$ cat src/rtl/wb_pkg.sv
// Shared encodings for the writeback stage: load sizes, late-buffer FSM states and the zero register.
package wb_pkg;
  localparam logic [1:0] LS_BYTE = 2'b00;
  localparam logic [1:0] LS_HALF = 2'b01;
  localparam logic [1:0] LS_WORD = 2'b10;

  localparam int REG_ZERO = 0;

  typedef enum logic [1:0] {
    IDLE,
    PENDING,
    FORCE
  } wb_state_e;
endpackage

$ cat src/rtl/writeback_stage_if.sv
// Bundle between MEM stage / late unit (master) and the writeback stage (slave), incl. register-file port.
interface writeback_stage_if #(
  parameter int DATA_W = 32,
  parameter int REG_AW = 5
);
  logic              mem_valid;
  logic              mem_flush;
  logic              mem_reg_write;
  logic              mem_mem_to_reg;
  logic [1:0]        mem_load_size;
  logic              mem_load_unsigned;
  logic [1:0]        mem_byte_off;
  logic [REG_AW-1:0] mem_rd;
  logic [DATA_W-1:0] mem_alu_result;
  logic [DATA_W-1:0] mem_load_data;

  logic              late_valid;
  logic              late_ready;
  logic [REG_AW-1:0] late_rd;
  logic [DATA_W-1:0] late_data;

  logic              reg_write_en;
  logic [REG_AW-1:0] reg_write_dest;
  logic [DATA_W-1:0] reg_write_data;
  logic              fwd_valid;
  logic [REG_AW-1:0] fwd_dest;
  logic [DATA_W-1:0] fwd_data;
  logic              wb_stall_req;

  modport master (
    output mem_valid, mem_flush, mem_reg_write, mem_mem_to_reg, mem_load_size,
           mem_load_unsigned, mem_byte_off, mem_rd, mem_alu_result, mem_load_data,
           late_valid, late_rd, late_data,
    input  late_ready, reg_write_en, reg_write_dest, reg_write_data,
           fwd_valid, fwd_dest, fwd_data, wb_stall_req
  );

  modport slave (
    input  mem_valid, mem_flush, mem_reg_write, mem_mem_to_reg, mem_load_size,
           mem_load_unsigned, mem_byte_off, mem_rd, mem_alu_result, mem_load_data,
           late_valid, late_rd, late_data,
    output late_ready, reg_write_en, reg_write_dest, reg_write_data,
           fwd_valid, fwd_dest, fwd_data, wb_stall_req
  );
endinterface

$ cat src/rtl/load_align.sv
// Picks the addressed byte/halfword lane out of a little-endian load word and sign/zero-extends it.
module load_align
  import wb_pkg::*;
#(
  parameter int DATA_W = 32
) (
  input  logic [DATA_W-1:0] data,
  input  logic [1:0]        size,
  input  logic [1:0]        off,
  input  logic              is_unsigned,
  output logic [DATA_W-1:0] result
);
  logic [7:0]  b;
  logic [15:0] h;

  always_comb begin
    b      = data[{off, 3'b000} +: 8];
    // Halfword lane is chosen by off[1] alone; a misaligned off[0] is ignored.
    h      = data[{off[1], 4'b0000} +: 16];
    result = data;
    case (size)
      LS_BYTE: result = {{(DATA_W-8){~is_unsigned & b[7]}}, b};
      LS_HALF: result = {{(DATA_W-16){~is_unsigned & h[15]}}, h};
      default: result = data;
    endcase
  end
endmodule

$ cat src/rtl/writeback_stage.sv
// MIPS WB stage: registers MEM results, arbitrates the register-file write port with a 1-entry late buffer.
module writeback_stage
  import wb_pkg::*;
#(
  parameter int DATA_W       = 32,
  parameter int REG_AW       = 5,
  parameter int STARVE_LIMIT = 4
) (
  input logic              clk,
  input logic              rst_n,
  writeback_stage_if.slave bus
);
  localparam int CNT_W = (STARVE_LIMIT > 1) ? $clog2(STARVE_LIMIT) : 1;

  logic [DATA_W-1:0] aligned;
  logic [DATA_W-1:0] data_p0;
  logic              vld_p0;

  logic              vld_p1;
  logic [REG_AW-1:0] rd_p1;
  logic [DATA_W-1:0] data_p1;

  logic              l_full;
  logic [REG_AW-1:0] l_rd;
  logic [DATA_W-1:0] l_data;
  logic              l_set;
  logic              l_clear;
  logic              sel_late;

  wb_state_e         state, state_d;
  logic [CNT_W-1:0]  cnt, cnt_d;
  logic              stall_q;

  load_align #(.DATA_W(DATA_W)) u_load_align (
    .data        (bus.mem_load_data),
    .size        (bus.mem_load_size),
    .off         (bus.mem_byte_off),
    .is_unsigned (bus.mem_load_unsigned),
    .result      (aligned)
  );

  assign vld_p0  = bus.mem_valid & ~bus.mem_flush & bus.mem_reg_write &
                   (bus.mem_rd != REG_AW'(REG_ZERO));
  assign data_p0 = bus.mem_mem_to_reg ? aligned : bus.mem_alu_result;

  // p0 -> p1: MEM result captured every edge
  always_ff @(posedge clk or negedge rst_n) begin
    if (!rst_n) begin
      vld_p1  <= 1'b0;
      rd_p1   <= '0;
      data_p1 <= '0;
    end else begin
      vld_p1  <= vld_p0;
      rd_p1   <= bus.mem_rd;
      data_p1 <= data_p0;
    end
  end

  // Pipeline always wins; a same-rd pipeline write supersedes the older late entry.
  assign sel_late = l_full & ~vld_p1;
  assign l_clear  = l_full & (~vld_p1 | (rd_p1 == l_rd));
  assign l_set    = bus.late_valid & ~l_full & (bus.late_rd != REG_AW'(REG_ZERO));

  always_ff @(posedge clk or negedge rst_n) begin
    if (!rst_n) begin
      l_full <= 1'b0;
      l_rd   <= '0;
      l_data <= '0;
    end else begin
      l_full <= l_set | (l_full & ~l_clear);
      if (l_set) begin
        l_rd   <= bus.late_rd;
        l_data <= bus.late_data;
      end
    end
  end

  always_comb begin
    state_d = state;
    cnt_d   = cnt;
    case (state)
      IDLE: begin
        if (l_set) begin
          state_d = PENDING;
          cnt_d   = '0;
        end
      end
      PENDING: begin
        if (l_clear)                                state_d = IDLE;
        else if (cnt == CNT_W'(STARVE_LIMIT - 1))   state_d = FORCE;
        else                                        cnt_d   = cnt + CNT_W'(1);
      end
      FORCE: begin
        if (l_clear) state_d = IDLE;
      end
      default: state_d = IDLE;
    endcase
  end

  always_ff @(posedge clk or negedge rst_n) begin
    if (!rst_n) begin
      state   <= IDLE;
      cnt     <= '0;
      stall_q <= 1'b0;
    end else begin
      state   <= state_d;
      cnt     <= cnt_d;
      stall_q <= (state_d == FORCE);
    end
  end

  // p1 -> register file: write port driven from registered state only
  assign bus.reg_write_en   = vld_p1 | sel_late;
  assign bus.reg_write_dest = vld_p1 ? rd_p1   : (sel_late ? l_rd   : '0);
  assign bus.reg_write_data = vld_p1 ? data_p1 : (sel_late ? l_data : '0);
  assign bus.fwd_valid      = bus.reg_write_en;
  assign bus.fwd_dest       = bus.reg_write_dest;
  assign bus.fwd_data       = bus.reg_write_data;
  assign bus.late_ready     = ~l_full;
  assign bus.wb_stall_req   = stall_q;
endmodule

$ cat src/flat_wrapper.sv
// flat-port wrapper written by rule: the top's interface ports become plain ports
module writeback_stage_flat import wb_pkg::*;
#(
  parameter int DATA_W       = 32,
  parameter int REG_AW       = 5,
  parameter int STARVE_LIMIT = 4
)
  (clk, rst_n, bus_mem_valid, bus_mem_flush, bus_mem_reg_write, bus_mem_mem_to_reg, bus_mem_load_size, bus_mem_load_unsigned, bus_mem_byte_off, bus_mem_rd, bus_mem_alu_result, bus_mem_load_data, bus_late_valid, bus_late_rd, bus_late_data, bus_late_ready, bus_reg_write_en, bus_reg_write_dest, bus_reg_write_data, bus_fwd_valid, bus_fwd_dest, bus_fwd_data, bus_wb_stall_req);
  writeback_stage_if #(.DATA_W(DATA_W), .REG_AW(REG_AW)) bus_i ();
  input logic clk;
  input logic rst_n;
  input wire logic [$bits(bus_i.mem_valid)-1:0] bus_mem_valid;
  input wire logic [$bits(bus_i.mem_flush)-1:0] bus_mem_flush;
  input wire logic [$bits(bus_i.mem_reg_write)-1:0] bus_mem_reg_write;
  input wire logic [$bits(bus_i.mem_mem_to_reg)-1:0] bus_mem_mem_to_reg;
  input wire logic [$bits(bus_i.mem_load_size)-1:0] bus_mem_load_size;
  input wire logic [$bits(bus_i.mem_load_unsigned)-1:0] bus_mem_load_unsigned;
  input wire logic [$bits(bus_i.mem_byte_off)-1:0] bus_mem_byte_off;
  input wire logic [$bits(bus_i.mem_rd)-1:0] bus_mem_rd;
  input wire logic [$bits(bus_i.mem_alu_result)-1:0] bus_mem_alu_result;
  input wire logic [$bits(bus_i.mem_load_data)-1:0] bus_mem_load_data;
  input wire logic [$bits(bus_i.late_valid)-1:0] bus_late_valid;
  input wire logic [$bits(bus_i.late_rd)-1:0] bus_late_rd;
  input wire logic [$bits(bus_i.late_data)-1:0] bus_late_data;
  output wire logic [$bits(bus_i.late_ready)-1:0] bus_late_ready;
  output wire logic [$bits(bus_i.reg_write_en)-1:0] bus_reg_write_en;
  output wire logic [$bits(bus_i.reg_write_dest)-1:0] bus_reg_write_dest;
  output wire logic [$bits(bus_i.reg_write_data)-1:0] bus_reg_write_data;
  output wire logic [$bits(bus_i.fwd_valid)-1:0] bus_fwd_valid;
  output wire logic [$bits(bus_i.fwd_dest)-1:0] bus_fwd_dest;
  output wire logic [$bits(bus_i.fwd_data)-1:0] bus_fwd_data;
  output wire logic [$bits(bus_i.wb_stall_req)-1:0] bus_wb_stall_req;
  assign bus_i.mem_valid = bus_mem_valid;
  assign bus_i.mem_flush = bus_mem_flush;
  assign bus_i.mem_reg_write = bus_mem_reg_write;
  assign bus_i.mem_mem_to_reg = bus_mem_mem_to_reg;
  assign bus_i.mem_load_size = bus_mem_load_size;
  assign bus_i.mem_load_unsigned = bus_mem_load_unsigned;
  assign bus_i.mem_byte_off = bus_mem_byte_off;
  assign bus_i.mem_rd = bus_mem_rd;
  assign bus_i.mem_alu_result = bus_mem_alu_result;
  assign bus_i.mem_load_data = bus_mem_load_data;
  assign bus_i.late_valid = bus_late_valid;
  assign bus_i.late_rd = bus_late_rd;
  assign bus_i.late_data = bus_late_data;
  assign bus_late_ready = bus_i.late_ready;
  assign bus_reg_write_en = bus_i.reg_write_en;
  assign bus_reg_write_dest = bus_i.reg_write_dest;
  assign bus_reg_write_data = bus_i.reg_write_data;
  assign bus_fwd_valid = bus_i.fwd_valid;
  assign bus_fwd_dest = bus_i.fwd_dest;
  assign bus_fwd_data = bus_i.fwd_data;
  assign bus_wb_stall_req = bus_i.wb_stall_req;
  writeback_stage #(.DATA_W(DATA_W), .REG_AW(REG_AW), .STARVE_LIMIT(STARVE_LIMIT)) u_core (.clk(clk), .rst_n(rst_n), .bus(bus_i));
endmodule
$ cat config.mk
export PLATFORM = sky130hd
export DESIGN_NAME = writeback_stage_flat
export DESIGN_NICKNAME = d
export VERILOG_FILES = /design/src/rtl/wb_pkg.sv /design/src/rtl/writeback_stage_if.sv /design/src/rtl/load_align.sv /design/src/rtl/writeback_stage.sv /design/src/flat_wrapper.sv
export SDC_FILE = /design/constraint.sdc
export NUM_CORES = 1
export LEC_CHECK = 0
export CAP_MARGIN = 20
export CORE_ASPECT_RATIO = 0.6
export CORE_MARGIN = 2
export CORE_UTILIZATION = 45
export CTS_BUF_LIST = sky130_fd_sc_hd__clkbuf_4 sky130_fd_sc_hd__clkbuf_8 sky130_fd_sc_hd__clkbuf_16
export CTS_CLUSTER_SIZE = 40
export DETAILED_ROUTE_END_ITERATION = 7
export HOLD_SLACK_MARGIN = 0.06
export PLACE_DENSITY = 0.94
export RECOVER_POWER = 100
export SETUP_SLACK_MARGIN = 0.2
export SLEW_MARGIN = 15
export SYNTH_ARGS = -nofsm -noshare
export SYNTH_HDL_FRONTEND = slang
export SYNTH_SLANG_ARGS = --single-unit
$ cat constraint.sdc
create_clock -name clk -period 3 [get_ports clk]
set_input_delay 0.75 -clock clk [delete_from_list [all_inputs] [get_ports clk]]
set_output_delay 0.75 -clock clk [all_outputs]
set_load 0.05 [all_outputs]
After elaboration in Yosys (flattened, before gate mapping)
Cells that the tools add are included.
- bits of input ports: 118
- ROM bits: 0
- word-level logic and storage cells: 60
- register bits: 81
- memories: 0
- RAM bits: 0
- latch bits: 0
- output and inout bits: 78
- shift operators: 2
- mux-type cells: 15
- $lt $le $gt $ge: 0
- equal/unequal tests: 9
- multipliers: 0
- div/mod/pow operators: 0
- bitwise gates (word level): 18
- add/subtract/negate cells: 1
- reduce and logical (&&, ||, !) cells: 6
- operators by type and width (operator ; count):
    32-bit two-way mux ; 3
    32-bit one-hot mux with 2 select lines ; 1
    32-bit by 6-bit variable part select with 16-bit output ; 1
    32-bit by 6-bit variable part select with 8-bit output ; 1
    2-bit two-way mux ; 7
    1-bit AND ; 10
    5-bit two-way mux ; 2
    5-bit nonzero test ; 2
    2-bit == test, second input constant ; 3
    2-bit one-hot mux with 3 select lines ; 1
    5-bit == test ; 1
    1-bit NOT ; 5
    2-bit by 1-bit == test with 1-bit output, second input constant ; 2
    2-bit zero test ; 2
    2-bit != test, second input constant ; 2
    2-bit one-hot mux with 2 select lines ; 1
    4-bit AND reduction ; 1
    1-bit OR ; 3
    2-bit by 1-bit adder with 2-bit output, second input constant ; 1
    2-bit by 1-bit != test with 1-bit output, second input constant ; 1
    2-bit nonzero test ; 1

Logic depth before layout (Yosys ltp)
Gate-level depths: netlist (run 1).
- depth after elaboration: 6
- gate-level depth with buffers: 7
- depth with buffers taken out: 6

Hierarchy
Synthesis (run 1) repeated with hierarchy kept, for this count alone.
- cell total of the unflattened synthesis: 402
- area, all modules: 4454.3 sq um
- modules (own cells, without submodules) (module ; instances ; area an instance (sq um) ; seq. area each (sq um) ; cells an instance):
    writeback_stage ; 1 ; 3739.8 ; 2026.9 ; 285
    load_align ; 1 ; 714.4 ; 0.0 ; 117

Worst setup path before layout (run 1)
OpenSTA, ideal clock, no wires.
- path type: flip-flop to output port
- start point: register u_core.vld_p1
- end point: output bus_reg_write_dest[0]
- path buffers: 3
- data required time: 2250 ps
- setup slack: -9 ps
- data arrival time: 2259 ps
- stages on the path, launching flop included: 5
- cell sequence: dfrtp_1 clkbuf_1 clkbuf_1 o21ai_0 buf_4
- longest elaborated chain between the ends: 4
- ends and longest elaborated chain (element ; line ; RTL):
    start, declared ; writeback_stage.sv:19 ; logic vld_p1;
    start signal, assigned ; writeback_stage.sv:53 ; vld_p1 <= vld_p0;
    1-bit NOT ; writeback_stage.sv:60 ; assign sel_late = l_full & ~vld_p1;
    1-bit AND ; writeback_stage.sv:60 ;
    5-bit two-way mux ; writeback_stage.sv:114 ; assign bus.reg_write_dest = vld_p1 ? rd_p1 : (sel_late ? l_rd : '0);
    5-bit two-way mux (*) ; writeback_stage.sv:114 ;
    end, declared ; flat_wrapper.sv:27 ; output wire logic [$bits(bus_i.reg_write_dest)-1:0] bus_reg_write_dest;
Every way passes the cells marked *; elsewhere a longest branch is shown, timed or not.

Final worst setup path (run 1)
- start point: register u_core.l_full
- end point: output bus_fwd_data[1]
- longest elaborated chain between the ends: 3
- ends and longest elaborated chain (element ; line ; RTL):
    start, declared ; writeback_stage.sv:23 ; logic l_full;
    start signal, assigned ; writeback_stage.sv:70 ; l_full <= l_set | (l_full & ~l_clear);
    1-bit AND ; writeback_stage.sv:60 ;
    32-bit two-way mux (2 in a row) ; writeback_stage.sv:115 ; assign bus.reg_write_data = vld_p1 ? data_p1 : (sel_late ? l_data : '0);
    end, declared ; flat_wrapper.sv:31 ; output wire logic [$bits(bus_i.fwd_data)-1:0] bus_fwd_data;
No other way between the ends.

==> results of run 1 <==
kinds of logic (layout without fill, tap and decap cells):
group,Yosys count,in the layout,share of synthesized area [%]
simple gates,66,66,6.97
fa+ha+maj,1,1,0.293
mux,56,56,17.2
buf+inv,66,226,10.2
xor+xnor,5,5,1.03
compound gates,93,93,16.9
flops,81,81,47.5
placed cells by master, fill, tap and decap left out, types with 7 or more instances in the layout:
| master | netlist | routed |
|---|---|---|
| clkdlybuf4s50_1 | 0 | 108 |
| dfrtp_1 | 81 | 80 |
| mux2_2 | 40 | 39 |
| nand2_1 | 35 | 35 |
| a22o_1 | 33 | 33 |
| buf_12 | 0 | 31 |
| clkbuf_2 | 0 | 28 |
| a21oi_1 | 17 | 17 |
| nor2_1 | 14 | 14 |
| a221o_1 | 13 | 13 |
| clkbuf_1 | 15 | 13 |
| o21ai_0 | 9 | 11 |
| dlygate4sd3_1 | 0 | 10 |
| clkbuf_16 | 0 | 9 |
| mux2i_1 | 8 | 8 |
| dlymetal6s2s_1 | 0 | 8 |
| o22ai_1 | 7 | 7 |
| buf_4 | 39 | 7 |
sequential cells by signal (all words and copies together) (netlist names):
signal,count
u_core.vld_p1,1
u_core.l_data,32
u_core.bus.wb_stall_req,1
u_core.l_rd,5
u_core.rd_p1,5
u_core.state,2
u_core.l_full,1
u_core.cnt,2
u_core.data_p1,32
power groups by stage:
stage	combinational [W]	sequential [W]	clock, W
final	0.00144	0.00136	0.00116
after global placement	0.00165	0.00135	0
after floorplan	0.000933	0.00133	0
after CTS	0.00171	0.00135	0.00117
after detailed placement	0.00170	0.00137	0
after global routing	0.00150	0.00137	0.00122
routing by layer:
layer / up-vias / global-route usage, % / share of wire [%]
met4: 0 / 7.31 / 2.1
met2: 208 / 48.0 / 51
met3: 27 / 7.37 / 9.2
li1: 1627 / - / -
met1: 1864 / 33.6 / 38
met5: - / 0 / 0
worst paths after layout:
check / from / depth (start not counted) / end / slack, ps
worst max-delay path: u_core.l_full / 5 / bus_fwd_data[1] / 210
worst min-delay path: u_core.l_data[28] / 1 / u_core.l_data[28] / 500
worst max register to register: u_core.l_full / 4 / u_core.l_data[20] / 1000
worst min register to register: u_core.l_data[28] / 1 / u_core.l_data[28] / 500
max in group asynchronous: rst_n / 2 / u_core.l_full / 590
min in group asynchronous: rst_n / 1 / u_core.l_data[20] / 800
cell usage after synthesis, types with 2 or more instances:
cell and instances:
nand2_1 35, xnor2_1 3, nand3b_1 2, buf_2 2, clkbuf_1 15, dfrtp_1 81, nor3_1 2, nand2b_1 2
inv_1 4, mux2_2 40, o21ai_0 9, buf_6 5, nor2b_1 2, mux4_2 2, buf_4 39, o22ai_1 7
a22o_1 33, xor2_1 2, a211o_1 4, mux2i_1 8, a21oi_1 17, a221o_1 13, and3_1 3, nor2_1 14
mux4_1 6
metrics by stage:
step                      setup WS [ps]  instance area [um^2]  setup TNS (ps)  hold WS (ps)  instances
after floorplan                   -9.46                  4270           -47.3           454        368
after global placement              380                  6820               0           489        641
after detailed placement            310                  6820               0           494        641
after CTS                           245                  7140               0           508        657
after global routing                128                  6470               0           515        658
final                               211                  6470               0           504        658
area by class of cell:
cell class	count	share of cell area [%]
Clock inverter	6	1.28
Multi-Input combinational cell	221	27.8
Timing Repair Buffer	206	33.2
Inverter	4	0.232
Tap cell	130	2.51
Clock buffer	10	3.60
Sequential cell	81	31.4
timing repair:
action | in CTS | in global routing
setup buffers | 0 | 0
resized for setup | 0 | 1
setup endpoints to repair | 0 | 60
==> run summary, run 1 <==
outcome: finished with violations
failing checks: capacitance limit, slew limit
GRT Overall Usage: 27.4%
worst-margin pin slew: 1560 ps
Max Root-Sink Buffers: 2
Core Footprint: 9190 um^2
Hold-fix buffers, CTS: 0
type of origin of the critical path: flip-flop
clock latency on the worst-skew pair: 330 ps
Arrival @ worst endpoint: 2040 ps
# nets final: 642
post-route ant nets: 0
Final Cycle Share: 93.0%
sequential cell area: 2030 um^2
cells taking the most area after synthesis: dfrtp_1 47%, mux2_2 11%, buf_4 6.9%
unique cell type count in the Yosys netlist: 43
WL/cell: 21.4 um
maximum VDD drop: 0.000367 V
switching pwr: 0.00137 W
Clk pwr share: 29.3%
RSZ-0062 raised after global routing: no
critical path capture point type: primary output
Internal Power: 0.00258 W
max-cap violations: 1
Fill cells: 642
Leak: 2.92 nW
critical path's slowest cell: dfrtp_2
share of flip-flops with an asynchronous set or reset: 100%
post-synthesis cell count: 368
antenna cells: 0
initial antenna violation count: 0
minimum clock period: 2790 ps
WL final: 14.1 mm
area of the multi-input gates: 1800 um^2
Hold Vio Cnt, Final: 0
layout cells sized above 1: 24.2%
Congestion Overflow GR: 0
switch share: 34.6%
Layout area overhead: 51.5%
Mapped Nets: 487
clock sink total: 81
slew margin rel.: -4.19%
Top Ports: 196
DIE AREA: 10300 um^2
Via density: 5.66
CP Data Required Time: 2250 ps
dpl hpwl: 10.6 mm
worst-path cell chain: inv_1 -> nor2_1 -> buf_4 -> a22o_1 -> dlymetal6s2s_1
vias in the first global route: 3964
H-Tree Depth: 3
sequential share of the synthesized area: 47.5%
via count: 3726
TritonCTS clock tree: built
Buf+Inv Stages, Crit Path: 3
Crit Path Max Fanout: 19
sequential power share: 34.3%
GP Congestion: 0.897
FMAX: 359 MHz
Core Rows: 27
EDFF count, synth: 0
1st-iter DRT viols: 240
combinational fraction of design power: 36.3%
Yosys top cell by area: dfrtp_1
port bufs: 195
Netlist Area Pre-Place: 4270 um^2
Starting Density: 46.5%
DRT Pass-1 Iters: 5
final setup vio count: 0
pwr dens: 611 nW/um^2
Worst Hold Class: flip-flop to flip-flop
Yosys reg bits: 81
CTS root buf: clkbuf_16
critical path class: flip-flop to primary output
die outline width: 130 um
worst clock skew: 4.92 ps
Power, Total: 0.00395 W
first-pass GRT wire length: 21.2 mm
YS warnings: 0
final core utilization: 70.4%
cts bufs inserted: 9
largest net degree at the start of global routing: 82
syn_area_per_cell: 11.6 um^2
critical path's largest stage delay: 490 ps
area share of the largest cell type after synthesis: 47.5%
family with the most delay on the worst path: buffers and inverters
max-slew violations: 30
Reg clk slew, reported paths: 60 ps
DRC: 0
Primary FF master, synth: dfrtp_1
Die Ht: 79.5 um
(Power assumes the default switching activity.)
==> run 2: changes to the inputs <==
Settings changed: CORE_MARGIN 2 to not set.
==> run 2 against run 1 <==
- the run now ends clean
- via count down 0.13%
- final cell count unchanged
- hold slack better by 7.3 ps
- critical path type unchanged
- sequential share of layout area up 0.31 points
- core utilization down 0.68 points
- clock skew about the same
- die area down 4.0%
- total power down 1.4%
- fmax about the same
- count of clock-buffer cells in the layout up 4
- non-clock buffer count unchanged
- setup slack about the same
==> run summary, run 2 (synthesis results as in run 1) <==
outcome: finished, final reports clean (was finished with violations)
Leak: 2.98 nW (was 2.92 nW)
type of origin of the critical path: flip-flop (unchanged)
clock sink total: 81 (unchanged)
Core Rows: 27 (unchanged)
cts bufs inserted: 9 (unchanged)
CP Data Required Time: 2250 ps (about the same)
commonest cells after routing, fill and taps aside: 109 x clkdlybuf4s50_1, 80 x dfrtp_1, 40 x mux2_2 (was 108 x clkdlybuf4s50_1, 80 x dfrtp_1, 39 x mux2_2)
Hold Vio Cnt, Final: 0 (unchanged)
r2r startpoint: u_core.l_rd[2] (was u_core.l_full)
die outline width: 128 um (was 130 um)
Reg clk slew, reported paths: 60 ps (about the same)
FMAX: 359 MHz (about the same)
Core Footprint: 9190 um^2 (unchanged)
max-cap violations: 0 (was 1)
initial antenna violation count: 0 (unchanged)
Hold Path Depth: 1 (unchanged)
Die Ht: 77.5 um (was 79.5 um)
hold_ws: 511 ps (was 504 ps)
register-to-register path setup slack: 970 ps (was 1000 ps)
RSZ-0062 raised after global routing: no (unchanged)
minimum clock period: 2790 ps (about the same)
WL final: 13.8 mm (was 14.1 mm)
DRT Pass-1 Iters: 5 (unchanged)
Congestion Overflow GR: 0 (unchanged)
Hold Startpoint: u_core.l_data[8] (was u_core.l_data[28])
Final Cycle Share: 93.0% (about the same)
worst-margin pin slew: 1100 ps (was 1560 ps)
maximum VDD drop: 0.000313 V (was 0.000367 V)
Max Root-Sink Buffers: 2 (unchanged)
WL/cell: 21.0 um (was 21.4 um)
pwr dens: 608 nW/um^2 (was 611 nW/um^2)
max-slew violations: 0 (was 30)
post-route ant nets: 0 (unchanged)
via count: 3721 (was 3726)
1st-iter DRT viols: 336 (was 240)
port bufs: 195 (unchanged)
CTS root buf: clkbuf_16 (unchanged)
most common cell after layout, fill and taps aside: clkdlybuf4s50_1 (unchanged)
Fill cells: 669 (was 642)
# nets final: 642 (unchanged)
Starting Density: 46.5% (unchanged)
DRC: 0 (unchanged)
worst clock skew: 4.83 ps (was 4.92 ps)
largest net degree at the start of global routing: 82 (unchanged)
vias in the first global route: 3958 (was 3964)
Via density: 5.66 (about the same)
Worst Hold Class: flip-flop to flip-flop (unchanged)
post-CTS setup buffer count: 0 (unchanged)
Hold Path Sink: u_core.l_data[8] (was u_core.l_data[28])
biggest registers after layout: u_core.data_p1: 32 flops, u_core.l_data: 32 flops (unchanged)
H-Tree Depth: 3 (unchanged)
critical path class: flip-flop to primary output (unchanged)
Crit Path Max Fanout: 21 (was 19)
TritonCTS clock tree: built (unchanged)
Arrival @ worst endpoint: 2040 ps (about the same)
DIE AREA: 9900 um^2 (was 10300 um^2)
Top Ports: 196 (unchanged)
antenna cells: 0 (unchanged)
Layout area overhead: 50.0% (was 51.5%)
Register-to-Register Path Depth: 5 (was 4)
area of the multi-input gates: 1790 um^2 (was 1800 um^2)
GP Congestion: 0.933 (was 0.897)
dpl hpwl: 10.5 mm (was 10.6 mm)
post-CTS sizing: 1 (was 0)
critical path capture point type: primary output (unchanged)
GRT Overall Usage: 28.6% (was 27.4%)
final setup vio count: 0 (unchanged)
Hold-fix buffers, CTS: 0 (unchanged)
slew margin rel.: 26.7% (was -4.19%)
clock latency on the worst-skew pair: 330 ps (about the same)
worst reg2reg path endpoint: u_core.cnt[0] (was u_core.l_data[20])
sequential cell area: 2030 um^2 (unchanged)
final core utilization: 69.7% (was 70.4%)
layout cells sized above 1: 23.1% (was 24.2%)
first-pass GRT wire length: 21.3 mm (was 21.2 mm)
setup tns final: 0 ps (unchanged)
run 2: cell count changes in the layout (fill, tap and decap cells not counted), moves of 2 or more:
cell,before,now
dlymetal6s2s_1,8,14
clkinv_2,3,1
clkbuf_8,0,3
buf_12,31,23
run 2: where the power goes:
| group | leakage, nW | total [W] | internal (W) | switching, W |
|---|---|---|---|---|
| Sequential | 0.962 | 0.00135 | 0.00125 | 0.000104 |
| Clock | 0.160 | 0.00115 | 0.000730 | 0.000416 |
| Combinational | 1.86 | 0.00140 | 0.000575 | 0.000826 |
run 2: worst max-delay path, stage by stage, from the launching register on:
cell,delay (ps)
dfrtp_2,500
inv_1,150
nor2_1,170
buf_4,300
a22o_1,270
clkbuf_2,310
run 2: cell type report:
type / count / share of cell area (%)
timing repair buffer: 206 / 32.7
sequential: 81 / 31.7
multi-input combinational: 221 / 27.9
clock buffer: 14 / 4.39
tap: 130 / 2.54
clock inverter: 2 / 0.547
inverter: 4 / 0.234
run 2: stage by stage:
step / worst slack [ps] / instance area (um^2) / power [W] / std cells
final: 211 / 6410 / 0.00390 / 658
after global routing: 109 / 6410 / 0.00402 / 658
after CTS: 325 / 7140 / 0.00421 / 657
after detailed placement: 275 / 6820 / 0.00307 / 641
after global placement: 367 / 6820 / 0.00301 / 641
after floorplan: -9.46 / 4270 / 0.00226 / 368
run 2: worst max-delay path by stage:
stage                                   start                     to  slack (ps)  depth (start not counted)
after floorplan                 u_core.vld_p1  bus_reg_write_dest[0]          -9                          4
after global placement    bus_mem_byte_off[1]     u_core.data_p1[17]         370                          5
after detailed placement  bus_mem_byte_off[1]     u_core.data_p1[18]         270                          5
after CTS                       u_core.l_full  bus_reg_write_data[7]         330                          5
after global routing            u_core.l_full        bus_fwd_data[6]         110                          5
final                           u_core.l_full        bus_fwd_data[6]         210                          5
run 2: layer usage:
metal / wire [um] / GRT usage (%)
met2: 7040 / 49.4
met3: 967 / 6.55
met1: 5490 / 34.9
met4: 339 / 11.3
met5: 0 / 0
==> RTL edit 1, RTL diff (settings of run 2) <==
Take the reset off `data_p1` and load it in a clocked block of its own.
--- a/src/rtl/writeback_stage.sv
+++ b/src/rtl/writeback_stage.sv
@@ -48,12 +48,14 @@
     if (!rst_n) begin
       vld_p1  <= 1'b0;
       rd_p1   <= '0;
-      data_p1 <= '0;
     end else begin
       vld_p1  <= vld_p0;
       rd_p1   <= bus.mem_rd;
-      data_p1 <= data_p0;
     end
+  end
+
+  always_ff @(posedge clk) begin
+    data_p1 <= data_p0;
   end
 
   // Pipeline always wins; a same-rd pipeline write supersedes the older late entry.
Formal check against the unedited RTL: no difference found for any inputs over 10 cycles, from zero or initial values and one cycle with rst_n low; that may be too few to reach the edited logic, so the function may still have changed.
==> RTL edit 1 against run 2 <==
  * Critical endpoint is now u_core.data_p1[18]
  * Wire length shrank 0.17%
  * Count of clock-buffer cells in the layout shrank 4
  * The flow now finishes with violations (design-rule violations)
  * Setup slack gained 0.040 ns
  * Area after synthesis shrank 3.3%
  * Design area shrank 0.94%
  * Sequential share of layout area shrank 2.2 points
  * Sequential cell count is the same
  * Total power grew 2.2%
==> RTL edit 1: results (changes against run 2) <==
* Layout cells sized above 1 at 28.28% (was 23.11%)
* Iteration-0 DRC Markers at 260 (was 336)
* Final Wtd Congestion at 0.9955 (was 0.9327)
* Cell internal pwr at 2.615 mW (was 2.552 mW)
* Slowest stage cell, crit path: nor4_4 (was dfrtp_2)
* Final WL at 13810 µm (was 13830 µm)
* DP Worst Slack at 0.2096 ns (was 0.2748 ns)
* Peak VDD IR at 430.9 µV (was 313.1 µV)
* Fill cell total of the finished layout at 583 (was 669)
* Post-synthesis compound-gate area fraction at 18.61% (was 16.91%)
* Setup_tns at 0 ns (unchanged)
* First-pass GRT wire length at 21180 µm (was 21350 µm)
* Comb pwr share at 37.2% (was 35.9%)
* Total Nets Final at 648 (was 642)
* Xor and xnor area share after synthesis at 1.061% (was 1.025%)
* Top cells by area, synth: dfrtp_1 30%, dfxtp_1 16%, mux2_2 11% (was dfrtp_1 47%, mux2_2 11%, buf_4 6.9%)
* Fin Hold WS at 0.5047 ns (was 0.5114 ns)
* Largest net degree at the start of global routing at 50 (was 82)
* Failing checks: design-rule violations
* Sw Pwr at 1.367 mW (was 1.346 mW)
* DP HPWL at 10710 µm (was 10480 µm)
* Mux contribution to synthesized area at 15.79% (was 17.17%)
* Ys Warns at 0 (unchanged)
* Initial antenna violation count at 0 (unchanged)
* Skew-Pair Late Insertion Delay at 0.33 ns (about the same)
* R2R Setup Slk at 1.03 ns (was 0.97 ns)
* Post-Place Cells at 630 (was 641)
* H-tree depth at 3 (unchanged)
* Post-CTS setup buffers at 0 (unchanged)
* Async SR Flop Fraction at 60.49% (was 100.0%)
* Sequential fraction of the synthesis area at 45.21% (was 47.47%)
* Status: finished, violations left (was finished clean)
* Clock Skew at 0.004370 ns (was 0.004834 ns)
* Sequential Power Share at 33.9% (was 34.7%)
* Crit path max fanout at 17 (was 21)
* Post-synth cell types at 46 (was 43)
* Arr. time, crit path at 3.02 ns (was 2.04 ns)
* Average instance area after synthesis at 10.92 µm² (was 11.60 µm²)
* Avg Vias per Cell at 5.816 (was 5.655)
* Root buffer cell: clkbuf_16 (unchanged)
* Biggest regs: u_core.data_p1 (32), u_core.l_data (32) (unchanged)
* Num CTS Buffers at 9 (unchanged)
* Synth Net Count at 497 (was 487)
* CP top delay family: buffers and inverters (unchanged)
* DP Area at 6636 µm² (was 6822 µm²)
* Vias at 3757 (was 3721)
* ANT cells at 0 (unchanged)
* Final WS setup at 0.2514 ns (was 0.2109 ns)
* Total track usage at 29.55% (was 28.62%)
* Adder-cell share of the synthesized area at 0.3030% (was 0.2930%)
* Worst-Margin Slew at 1.275 ns (was 1.099 ns)
* LEAKAGE at 2.694 nW (was 2.982 nW)
* DRC at 10 (was 0)
* Pre-antenna DRT Iters at 8 (was 5)
* Post-synth top cells: 49 x dfrtp_1, 41 x mux2_2, 38 x buf_4, 38 x nand2_1, 33 x a22o_1 (was 81 x dfrtp_1, 40 x mux2_2, 39 x buf_4)
* Slowest cell delay on critical path at 0.67 ns (was 0.50 ns)
==> RTL edit 1: cell types whose count changed after synthesis, sizes merged, moves of 3 or more <==
| cell | delta |
|---|---|
| dfrtp | -32 |
| dfxtp | +32 |
| o21ai | +8 |
| a31oi | +7 |
| mux2i | -7 |
| o22ai | -7 |
| o2bb2ai | +7 |
| a21oi | -6 |
| clkbuf | +3 |
| inv | +3 |
| nand2 | +3 |
==> RTL edit 1: worst paths after layout <==
check / start / end / depth (start not counted)
min in group asynchronous: rst_n / u_core.l_data[20] / 1
min reg2reg: u_core.l_data[15] / u_core.l_data[15] / 1
max in group asynchronous: rst_n / u_core.l_data[31] / 1
max: bus_mem_byte_off[1] / u_core.data_p1[18] / 7
max reg2reg: u_core.l_full / u_core.cnt[0] / 6
min: u_core.l_data[15] / u_core.l_data[15] / 1
==> RTL edit 1: metal layers <==
metal	track usage (%)	share of wire (%)	vias to the layer above
met4	11.83	2.7	0
met3	7.374	8.3	32
met5	0	0	-
li1	-	-	1657
met1	35.83	39	1832
met2	50.56	50	236
==> RTL edit 1: cell type report <==
type	instances	area, µm²	area share [%]
tap	112	140.1	2.208
multi-input combinational	225	1790	28.21
inverter	7	26.28	0.4140
clock inverter	6	82.58	1.301
timing repair buffer	205	2207	34.78
sequential	81	1867	29.42
clock buffer	10	232.7	3.667
==> RTL edit 1: what timing repair did <==
action / CTS / global route
hold buffers: 0 / 0
resized for setup: 0 / 1
setup endpoints to repair: 0 / 47
==> RTL edit 1: cell families (layout without fill, tap and decap cells) <==
family | count (synthesis) | count (layout)
AO/OA/AOI/OAI | 100 | 100
flip-flops | 81 | 81
buffers and inverters | 72 | 228
AND/OR/NAND/NOR | 69 | 69
multiplexers | 50 | 50
XOR/XNOR | 5 | 5
adder cells (fa/ha/maj) | 1 | 1
==> RTL edit 2, RTL diff (settings of run 2) <==
Made on the original files. Change the package constant `REG_ZERO` from 0 to 1.
--- a/src/rtl/wb_pkg.sv
+++ b/src/rtl/wb_pkg.sv
@@ -4,7 +4,7 @@
   localparam logic [1:0] LS_HALF = 2'b01;
   localparam logic [1:0] LS_WORD = 2'b10;
 
-  localparam int REG_ZERO = 0;
+  localparam int REG_ZERO = 1;
 
   typedef enum logic [1:0] {
     IDLE,
Function: changed (a bounded check fails within 4 cycles, from zero or initial values and one cycle with rst_n low).
==> RTL edit 2 against run 2 <==
  * Count of clock-buffer cells in the layout fell by 5
  * Via count fell by 1.4%
  * Design area fell by 1.6%
  * Die area rose by 0.15%
  * Area after synthesis rose by 0.15%
  * Wire length rose by 0.13%
  * Sequential cell count did not move
  * Total power rose by 2.2%
  * Clock power rose by 9.6%
  * Setup slack got worse by 0.0029 ns
  * Critical path type is now input pin to flop
  * Highest routed layer unchanged
==> RTL edit 2: results (changes against run 2) <==
* Worst-path clk slew at 0.06 ns (about the same)
* First-pass GRT wire length at 21070 µm (was 21350 µm)
* CP top delay family: buffers and inverters (unchanged)
* Top cells by area, synth: dfrtp_1 47%, mux2_2 11%, buf_4 6.8% (was dfrtp_1 47%, mux2_2 11%, buf_4 6.9%)
* Crit Reg-Reg Startpoint: u_core.l_rd[4] (was u_core.l_rd[2])
* ANT cells at 0 (unchanged)
* Crit path max fanout at 38 (was 21)
* Layout cells sized above 1 at 25.76% (was 23.11%)
* Max-slew violation count at 0 (unchanged)
* Pre-antenna DRT Iters at 4 (was 5)
* PwrDens at 632.2 nW/µm² (was 608.4 nW/µm²)
* Average instance area after synthesis at 11.68 µm² (was 11.60 µm²)
* Slowest cell delay on critical path at 0.58 ns (was 0.50 ns)
* Wire per inst at 21.17 µm (was 21.02 µm)
* Final setup viols at 0 (unchanged)
* Num CTS Buffers at 9 (unchanged)
* CTS max path bufs at 2 (unchanged)
* Total track usage at 28.61% (was 28.62%)
* Headroom to the max-slew limit at 16.61% (was 26.73%)
* Met1 usage at 34.22% (was 34.87%)
* Final Wtd Congestion at 0.9165 (was 0.9327)
* Slowest stage cell, crit path: dlygate4sd3_1 (was dfrtp_2)
* Hold WC Path Type: flop to flop (unchanged)
* Vias in the first global route at 3852 (was 3958)
* Initial antenna violation count at 0 (unchanged)
* Hold wc startpoint: u_core.l_data[15] (was u_core.l_data[8])
* Ys Warns at 0 (unchanged)
* Post-synth top cells: 81 x dfrtp_1, 40 x mux2_2, 39 x buf_4 (unchanged)
* Sequential fraction of the synthesis area at 47.40% (was 47.47%)
* Vias at 3669 (was 3721)
* Total Nets Final at 638 (was 642)
* Iteration-0 DRC Markers at 207 (was 336)
* Predominant post-synthesis flop cell: dfrtp_1 (unchanged)
* H-tree depth at 3 (unchanged)
* Peak VDD IR at 378.9 µV (was 313.1 µV)
* Setup crit start: bus_late_rd[3] (was u_core.l_full)
* Biggest regs: u_core.data_p1 (32), u_core.l_data (32) (unchanged)
* Post-synth cell types at 45 (was 43)
* DP HPWL at 10520 µm (was 10480 µm)
* # port buffers at 195 (unchanged)
* Clock Skew at 0.006329 ns (was 0.004834 ns)
* Synth Net Count at 485 (was 487)
* Largest net degree at the start of global routing at 82 (unchanged)
* Arr. time, crit path at 2.99 ns (was 2.04 ns)
* Met2 usage at 51.30% (was 49.40%)
* Root buffer cell: clkbuf_16 (unchanged)
* Post-CTS setup buffers at 0 (unchanged)
* Final WL at 13850 µm (was 13830 µm)
* Async SR Flop Fraction at 100.0% (unchanged)
* Skew-Pair Late Insertion Delay at 0.33 ns (about the same)
* LEAKAGE at 2.770 nW (was 2.982 nW)
* DP Area at 6813 µm² (was 6822 µm²)
* Status: finished clean (unchanged)
* Met3 Use GR at 7.310% (was 6.552%)
-- RTL edit 2: changes by cell type in the layout (fill, tap and decap cells not counted), moves of 3 or more --
cell,run 2,this run
clkbuf_8,3,0
nand2_1,35,32
clkbuf_2,29,46
dlymetal6s2s_1,14,0
-- RTL edit 2: timing repair --
| item | in CTS | in global routing |
|---|---|---|
| gates resized for setup | 2 | 1 |
| gates cloned | 0 | 0 |
| endpoints found under the setup margin | 64 | 2 |
| pin swaps | 0 | 0 |
-- RTL edit 2: metrics by stage --
step                util [%]  total power [mW]  worst slack, ns
finish                 68.60             3.985           0.2080
global route           68.60             4.121           0.1122
CTS                    77.94             4.333           0.3134
detailed placement     74.14             3.077           0.2556
global placement       74.14             3.011           0.3177
floorplan                  -             2.267        -0.009457
-- RTL edit 2: logic make-up after synthesis --
kind of cell	share of synthesized area [%]
adder cells (fa/ha/maj)	0.2925
XOR/XNOR	1.024
multiplexers	17.41
AND/OR/NAND/NOR	6.846
flip-flops	47.40
AO/OA/AOI/OAI	16.88
buffers and inverters	10.15
-- RTL edit 2: report_power, final --
group	total (mW)	leakage, nW	switching [mW]	internal [mW]
combinational	1.37	1.65	0.827	0.546
clock	1.26	0.162	0.443	0.813
sequential	1.36	0.962	0.109	1.25
total	3.98	2.77	1.38	2.61
-- RTL edit 2: worst paths after layout --
kind,endpoint,slack [ns],cells after the start
setup / recovery,u_core.l_data[30],0.21,5
setup reg to reg,u_core.cnt[0],0.96,5
hold reg to reg,u_core.l_data[15],0.51,1
min in group asynchronous,u_core.l_data[14],0.67,1
hold / removal,u_core.l_data[15],0.51,1
max in group asynchronous,u_core.data_p1[1],1.44,2
-- RTL edit 2: area by class of cell --
cell class,instances,area (µm²)
Clock buffer,9,225.2
Clock inverter,7,118.9
Fill cell,660,2885
Inverter,4,15.01
Multi-Input combinational cell,219,1800
Sequential cell,81,2028
Tap cell,130,162.7
Timing Repair Buffer,204,1953
-- RTL edit 2: per-layer routing --
metal,up-vias,wire (µm)
met3,23,1063
met5,-,0
met2,213,7260
met1,1811,5298
li1,1622,-
met4,0,224
